**config.mk**
```make
export PLATFORM = sky130hd
export DESIGN_NAME = keypad_scanner
export DESIGN_NICKNAME = d
export VERILOG_FILES = /design/src/rtl/keypad_scanner.sv
export SDC_FILE = /design/constraint.sdc
export NUM_CORES = 1
export LEC_CHECK = 0
export CAP_MARGIN = 40
export CORE_MARGIN = 8
export CORE_UTILIZATION = 60
export CTS_CLUSTER_SIZE = 12
export DETAILED_ROUTE_END_ITERATION = 8
export PLACE_DENSITY = 0.8
export SLEW_MARGIN = 5
export SYNTH_ARGS = -nofsm -noshare
export SYNTH_HDL_FRONTEND = slang
export SYNTH_SLANG_ARGS = --single-unit
```
**constraint.sdc**
```tcl
create_clock -name clk -period 5 [get_ports clk]
set_input_delay 0.75 -clock clk [delete_from_list [all_inputs] [get_ports clk]]
set_output_delay 0.75 -clock clk [all_outputs]
set_load 0.05 [all_outputs]
```
**src/rtl/keypad_scanner.sv**
```systemverilog
// Row/column matrix keypad scanner: one-hot column strobe, single-key debounce,
// linear or telephone decode, and optional auto-repeat while the key is held.
module keypad_scanner #(
  parameter int ROWS        = 4,
  parameter int COLS        = 4,
  parameter int BASE        = 16,
  parameter int SCAN_DIV    = 1000,
  parameter int DEBOUNCE    = 8,
  parameter int REPEAT_DLY  = 0,
  parameter int REPEAT_RATE = 4,
  localparam int VW = ($clog2(ROWS * COLS) > 4) ? $clog2(ROWS * COLS) : 4
) (
  input  logic            clk,
  input  logic            rst,
  input  logic [ROWS-1:0] row_sense,
  output logic [COLS-1:0] col_drive,
  output logic [VW-1:0]   key_value,
  output logic            key_valid,
  output logic            key_held,
  output logic            key_release
);

  localparam int DW   = $clog2(SCAN_DIV);
  localparam int RIW  = (ROWS > 1) ? $clog2(ROWS) : 1;
  localparam int CIW  = $clog2(COLS);
  localparam int MW   = $clog2(DEBOUNCE + 1);
  localparam int RMAX = (REPEAT_DLY > REPEAT_RATE) ? REPEAT_DLY : REPEAT_RATE;
  localparam int RW   = $clog2(RMAX + 1);
  localparam bit DEC_OK = (BASE == 16) || (BASE == 10 && ROWS == 4 && COLS == 4);

  typedef enum logic [1:0] {
    ST_SCAN     = 2'd0,
    ST_DEBOUNCE = 2'd1,
    ST_PRESSED  = 2'd2,
    ST_RELEASE  = 2'd3
  } state_t;

  state_t          state_reg, state_next;
  logic [DW-1:0]   div_cnt_reg, div_cnt_next;
  logic [COLS-1:0] col_drive_reg, col_drive_next;
  logic [CIW-1:0]  col_idx_reg, col_idx_next;
  logic [ROWS-1:0] row_pat_reg, row_pat_next;
  logic [RIW-1:0]  row_idx_reg, row_idx_next;
  logic [MW-1:0]   deb_cnt_reg, deb_cnt_next;
  logic [RW-1:0]   rep_cnt_reg, rep_cnt_next;
  logic            rep_armed_reg, rep_armed_next;
  logic [VW-1:0]   key_value_reg, key_value_next;
  logic            key_valid_reg, key_valid_next;
  logic            key_held_reg, key_held_next;
  logic            key_release_reg, key_release_next;

  logic            sample;
  logic            row_onehot;
  logic [RIW-1:0]  row_index;
  logic [VW-1:0]   decoded;
  logic            rotate, accept, repeat_fire, release_done;

  function automatic logic [3:0] phone_map(input int idx);
    case (idx)
      0:  phone_map = 4'd1;
      1:  phone_map = 4'd2;
      2:  phone_map = 4'd3;
      3:  phone_map = 4'd10;
      4:  phone_map = 4'd4;
      5:  phone_map = 4'd5;
      6:  phone_map = 4'd6;
      7:  phone_map = 4'd11;
      8:  phone_map = 4'd7;
      9:  phone_map = 4'd8;
      10: phone_map = 4'd9;
      11: phone_map = 4'd12;
      12: phone_map = 4'd14;
      13: phone_map = 4'd0;
      14: phone_map = 4'd15;
      15: phone_map = 4'd13;
      default: phone_map = 4'd0;
    endcase
  endfunction

  assign sample     = (div_cnt_reg == DW'(SCAN_DIV - 1));
  assign row_onehot = (row_sense != '0) && ((row_sense & (row_sense - ROWS'(1))) == '0);

  always_comb begin
    row_index = '0;
    for (int i = 0; i < ROWS; i++) begin
      if (row_sense[i]) row_index = RIW'(i);
    end
  end

  // Decode works on the captured coordinates, which are stable from capture on.
  always_comb begin
    decoded = '0;
    if (BASE == 10) decoded = VW'(phone_map(int'(row_idx_reg) * 4 + int'(col_idx_reg)));
    else            decoded = VW'(int'(row_idx_reg) * COLS + int'(col_idx_reg));
  end

  always_comb begin
    state_next       = state_reg;
    div_cnt_next     = sample ? '0 : div_cnt_reg + DW'(1);
    col_drive_next   = col_drive_reg;
    col_idx_next     = col_idx_reg;
    row_pat_next     = row_pat_reg;
    row_idx_next     = row_idx_reg;
    deb_cnt_next     = deb_cnt_reg;
    rep_cnt_next     = rep_cnt_reg;
    rep_armed_next   = rep_armed_reg;
    key_value_next   = key_value_reg;
    key_held_next    = key_held_reg;
    key_valid_next   = 1'b0;
    key_release_next = 1'b0;
    rotate           = 1'b0;
    accept           = 1'b0;
    repeat_fire      = 1'b0;
    release_done     = 1'b0;

    case (state_reg)
      ST_SCAN: begin
        if (sample) begin
          if (row_onehot) begin
            row_pat_next = row_sense;
            row_idx_next = row_index;
            deb_cnt_next = MW'(1);
            state_next   = ST_DEBOUNCE;
          end else begin
            rotate = 1'b1;
          end
        end
      end
      ST_DEBOUNCE: begin
        // Only reachable with DEBOUNCE=1: the capture itself completes the count.
        if (int'(deb_cnt_reg) >= DEBOUNCE) begin
          accept = 1'b1;
        end else if (sample) begin
          if (row_sense == row_pat_reg) begin
            if (int'(deb_cnt_reg) + 1 >= DEBOUNCE) accept = 1'b1;
            else deb_cnt_next = deb_cnt_reg + MW'(1);
          end else begin
            state_next = ST_SCAN;
            rotate     = 1'b1;
          end
        end
      end
      ST_PRESSED: begin
        if (sample) begin
          if (row_sense == '0) begin
            state_next   = ST_RELEASE;
            deb_cnt_next = MW'(1);
          end else if (REPEAT_DLY > 0) begin
            if (!rep_armed_reg) begin
              if (int'(rep_cnt_reg) + 1 >= REPEAT_DLY) begin
                repeat_fire    = 1'b1;
                rep_armed_next = 1'b1;
                rep_cnt_next   = '0;
              end else begin
                rep_cnt_next = rep_cnt_reg + RW'(1);
              end
            end else if (int'(rep_cnt_reg) + 1 >= REPEAT_RATE) begin
              repeat_fire  = 1'b1;
              rep_cnt_next = '0;
            end else begin
              rep_cnt_next = rep_cnt_reg + RW'(1);
            end
          end
        end
      end
      ST_RELEASE: begin
        if (int'(deb_cnt_reg) >= DEBOUNCE) begin
          release_done = 1'b1;
        end else if (sample) begin
          if (row_sense == '0) begin
            if (int'(deb_cnt_reg) + 1 >= DEBOUNCE) release_done = 1'b1;
            else deb_cnt_next = deb_cnt_reg + MW'(1);
          end else begin
            state_next     = ST_PRESSED;
            rep_cnt_next   = '0;
            rep_armed_next = 1'b0;
          end
        end
      end
      default: state_next = ST_SCAN;
    endcase

    if (accept) begin
      state_next     = ST_PRESSED;
      key_held_next  = 1'b1;
      rep_cnt_next   = '0;
      rep_armed_next = 1'b0;
      if (DEC_OK) begin
        key_valid_next = 1'b1;
        key_value_next = decoded;
      end
    end
    if (repeat_fire && DEC_OK) key_valid_next = 1'b1;
    if (release_done) begin
      state_next       = ST_SCAN;
      key_held_next    = 1'b0;
      key_release_next = 1'b1;
      rotate           = 1'b1;
    end
    if (rotate) begin
      col_drive_next = {col_drive_reg[COLS-2:0], col_drive_reg[COLS-1]};
      col_idx_next   = (col_idx_reg == CIW'(COLS - 1)) ? '0 : col_idx_reg + CIW'(1);
    end
  end

  always_ff @(posedge clk or posedge rst) begin
    if (rst) begin
      state_reg       <= ST_SCAN;
      div_cnt_reg     <= '0;
      col_drive_reg   <= COLS'(1);
      col_idx_reg     <= '0;
      row_pat_reg     <= '0;
      row_idx_reg     <= '0;
      deb_cnt_reg     <= '0;
      rep_cnt_reg     <= '0;
      rep_armed_reg   <= 1'b0;
      key_value_reg   <= '0;
      key_valid_reg   <= 1'b0;
      key_held_reg    <= 1'b0;
      key_release_reg <= 1'b0;
    end else begin
      state_reg       <= state_next;
      div_cnt_reg     <= div_cnt_next;
      col_drive_reg   <= col_drive_next;
      col_idx_reg     <= col_idx_next;
      row_pat_reg     <= row_pat_next;
      row_idx_reg     <= row_idx_next;
      deb_cnt_reg     <= deb_cnt_next;
      rep_cnt_reg     <= rep_cnt_next;
      rep_armed_reg   <= rep_armed_next;
      key_value_reg   <= key_value_next;
      key_valid_reg   <= key_valid_next;
      key_held_reg    <= key_held_next;
      key_release_reg <= key_release_next;
    end
  end

  assign col_drive   = col_drive_reg;
  assign key_value   = key_value_reg;
  assign key_valid   = key_valid_reg;
  assign key_held    = key_held_reg;
  assign key_release = key_release_reg;

endmodule

```
==> results_dict.tcl <==
set metrics [dict create \
    finalCoreUtilization_pct 72.19 \
    clockBufferDepth 2 \
    synth.cell_area_sq_um 1739 \
    power_w 0.0004846 \
    synthDistinctLibCells 41 \
    finalNetCount 183 \
    netlist_top_cells_area "dfrtp_1, mux2_2, nor2_1" \
    io_buffers 16 \
    cts_max_level 2 \
    areaGrowthSynthToFinish_pct 14.46 \
    die_w_microns 69.84 \
    synth_edf_count 0 \
    vias_per_cell 5.859 \
    cp_slowest_cell "clkdlybuf4s50_1" \
    rsz0062_at_grt "false" \
    cp_num_buf_inv 1 \
    die_h_microns 69.84 \
    cts_buffers 5 \
    diodes 0 \
    drive_above_1_share_pct 17.82 \
    cp_slowest_stage_delay_ns 0.56 \
    synth_warnings 0 \
    grt_util_all_layers_pct 13.40 \
    die_area_sq_um 4878 \
    cts.sink_count 35 \
    ant_nets 0 \
    irDropWorstVdd_mv 0.2504 \
    wire_per_inst_microns 15.25 \
    cts-root-buf "clkbuf_4" \
    path_class "in -> reg" \
    finClkSkew_ns 0.009452 \
    clkTransAtPathRegs_ns 0.11 \
    cts_resized 0 \
    routed_wl_microns 3127 \
    start_util_pct 63.07 \
    cp_cell_sequence "clkdlybuf4s50_1 > xor2_1 > a211oi_2 > a22oi_1 > o32ai_4 > mux2_2" \
    ios 17 \
    leakage_nw 0.8605 \
    cp_max_fo 7 \
    drc_errors 0 \
    async_flop_share_pct 100.0 \
    synthesis.nets 163 \
    ys.flop_type "dfrtp_1" \
    fin_setup_tns_ns 0 \
    timing.final.crit_share_pct 52.48 \
    regArea_sq_um 877.1 \
    critPathArrivalTime_ns 2.84 \
    grt_max_degree 36 \
    drt_iter0_markers 44 \
    hpwlAfterDp_microns 2309 \
    syn_inst 153 \
    multi_input_area_sq_um 808.3 \
    antenna_found_initial 0 \
    clk_latency_ns 0.33 \
    seq_area_frac_synth_pct 50.43 \
    min_period_ns 2.624 \
    core_sq_um 2758 \
    yosysMostFrequentCell "dfrtp_1" \
    cts-hold-fix-buffers 0 \
    grt_pass1_vias 1243 \
    netlist.area_leader.share_pct 48.92 \
    worst_pin_slew_ns 0.5382 \
    required_ns 5.22 \
    fmax_ghz 0.3811 \
    grt_overflow 0 \
    vias 1201 \
    crit_family "compound AO/OA/AOI/OAI gates" \
    slew_violations 0 \
    largest_reg_flops 10 \
    cts_tree "built" \
    crit_path_end_kind "flop" \
    synthTopCellsByCount "dfrtp_1, nor2_1, mux2_2" \
    hold_class "reg -> reg" \
    hold_viol_final 0 \
    yosysTopAreaCell "dfrtp_1" \
    setup_viol 0 \
    grt_pass1_wl_microns 5388 \
    max-cap-violations 0 \
    syn_area_per_cell_sq_um 11.37 \
    num_rows 19 \
    yosys_register_bits 35 \
    status "complete, no violations" \
    drt_pass1_iterations 4 \
    crit_path_start_kind "input port" \
    maxSlewHeadroom_pct 63.93 \
    post_cts_buffers 0 \
    gp_congestion 0.8310 \
    p_per_area_nw_per_um2 243.4 \
    n_fill_cell 191 \
]
[cell families after synthesis]
kind of cell             synth area share [%]
AO/OA/AOI/OAI                           10.79
flip-flops                              50.43
buffers and inverters                   3.093
adder cells (fa/ha/maj)                 2.878
multiplexers                            10.29
XOR/XNOR                                5.539
AND/OR/NAND/NOR                         16.98
[final cells by class]
type                    instances  share of cell area [%]
flip-flops and latches         35                   44.06
multi-input cells             106                   40.60
repair buffers                 17                   8.422
clock buffers                   8                   3.457
well taps                      31                   1.948
inverters                       8                   1.508
[power breakdown]
group | internal, W | switching, W | total [W] | leakage, nW
registers | 0.000286 | 0.00000195 | 0.000288 | 0.446
clock network | 0.0000827 | 0.0000892 | 0.000172 | 0.0386
logic | 0.0000105 | 0.0000141 | 0.0000246 | 0.376
[metrics by stage]
stage | hold WS (ns) | setup slack, ns | area [sq um] | std cells
2_1_floorplan | 0.4460 | 2.665 | 1739 | 153
3_3_place_gp | 0.4743 | 2.085 | 1922 | 197
3_5_place_dp | 0.4767 | 2.027 | 1922 | 197
4_1_cts | 0.4915 | 2.401 | 1991 | 205
5_1_grt | 0.5347 | 2.270 | 1991 | 205
6_report | 0.4850 | 2.376 | 1991 | 205
[worst paths after layout]
kind                                startpoint              to  slack (ns)  depth (start not counted)
worst max register to register  div_cnt_reg[0]    key_value[2]        2.78                          6
max in group asynchronous                  rst    col_drive[0]        3.87                          3
worst min-delay path            div_cnt_reg[9]  div_cnt_reg[9]        0.48                          1
min in group asynchronous                  rst    state_reg[1]        0.80                          3
worst max-delay path              row_sense[2]  col_idx_reg[1]        2.38                          6
worst min register to register  div_cnt_reg[9]  div_cnt_reg[9]        0.48                          1
[cells in the final DEF (no fill, tap or decap), types with 2 or more instances in the layout]
cell,n
o21ai_0,6
and3_1,2
a21oi_1,5
nand2_1,7
nand3_1,8
o31a_1,2
clkdlybuf4s50_1,16
xor2_1,4
ha_1,4
clkbuf_8,2
nor2_1,17
nor4b_1,2
clkbuf_4,5
o21a_1,2
inv_1,7
xnor2_1,7
nand4_1,4
dfrtp_1,34
mux2_2,14
and2_1,4
[per-layer routing]
metal / up-vias / part of all wire [%] / global-route usage, %
met4: 0 / 0.74 / 3.348
li1: 586 / - / -
met1: 581 / 44 / 14.84
met2: 31 / 50 / 22.74
met3: 3 / 5.8 / 6.009
met5: - / 0 / 0
(Power assumes the default switching activity.)
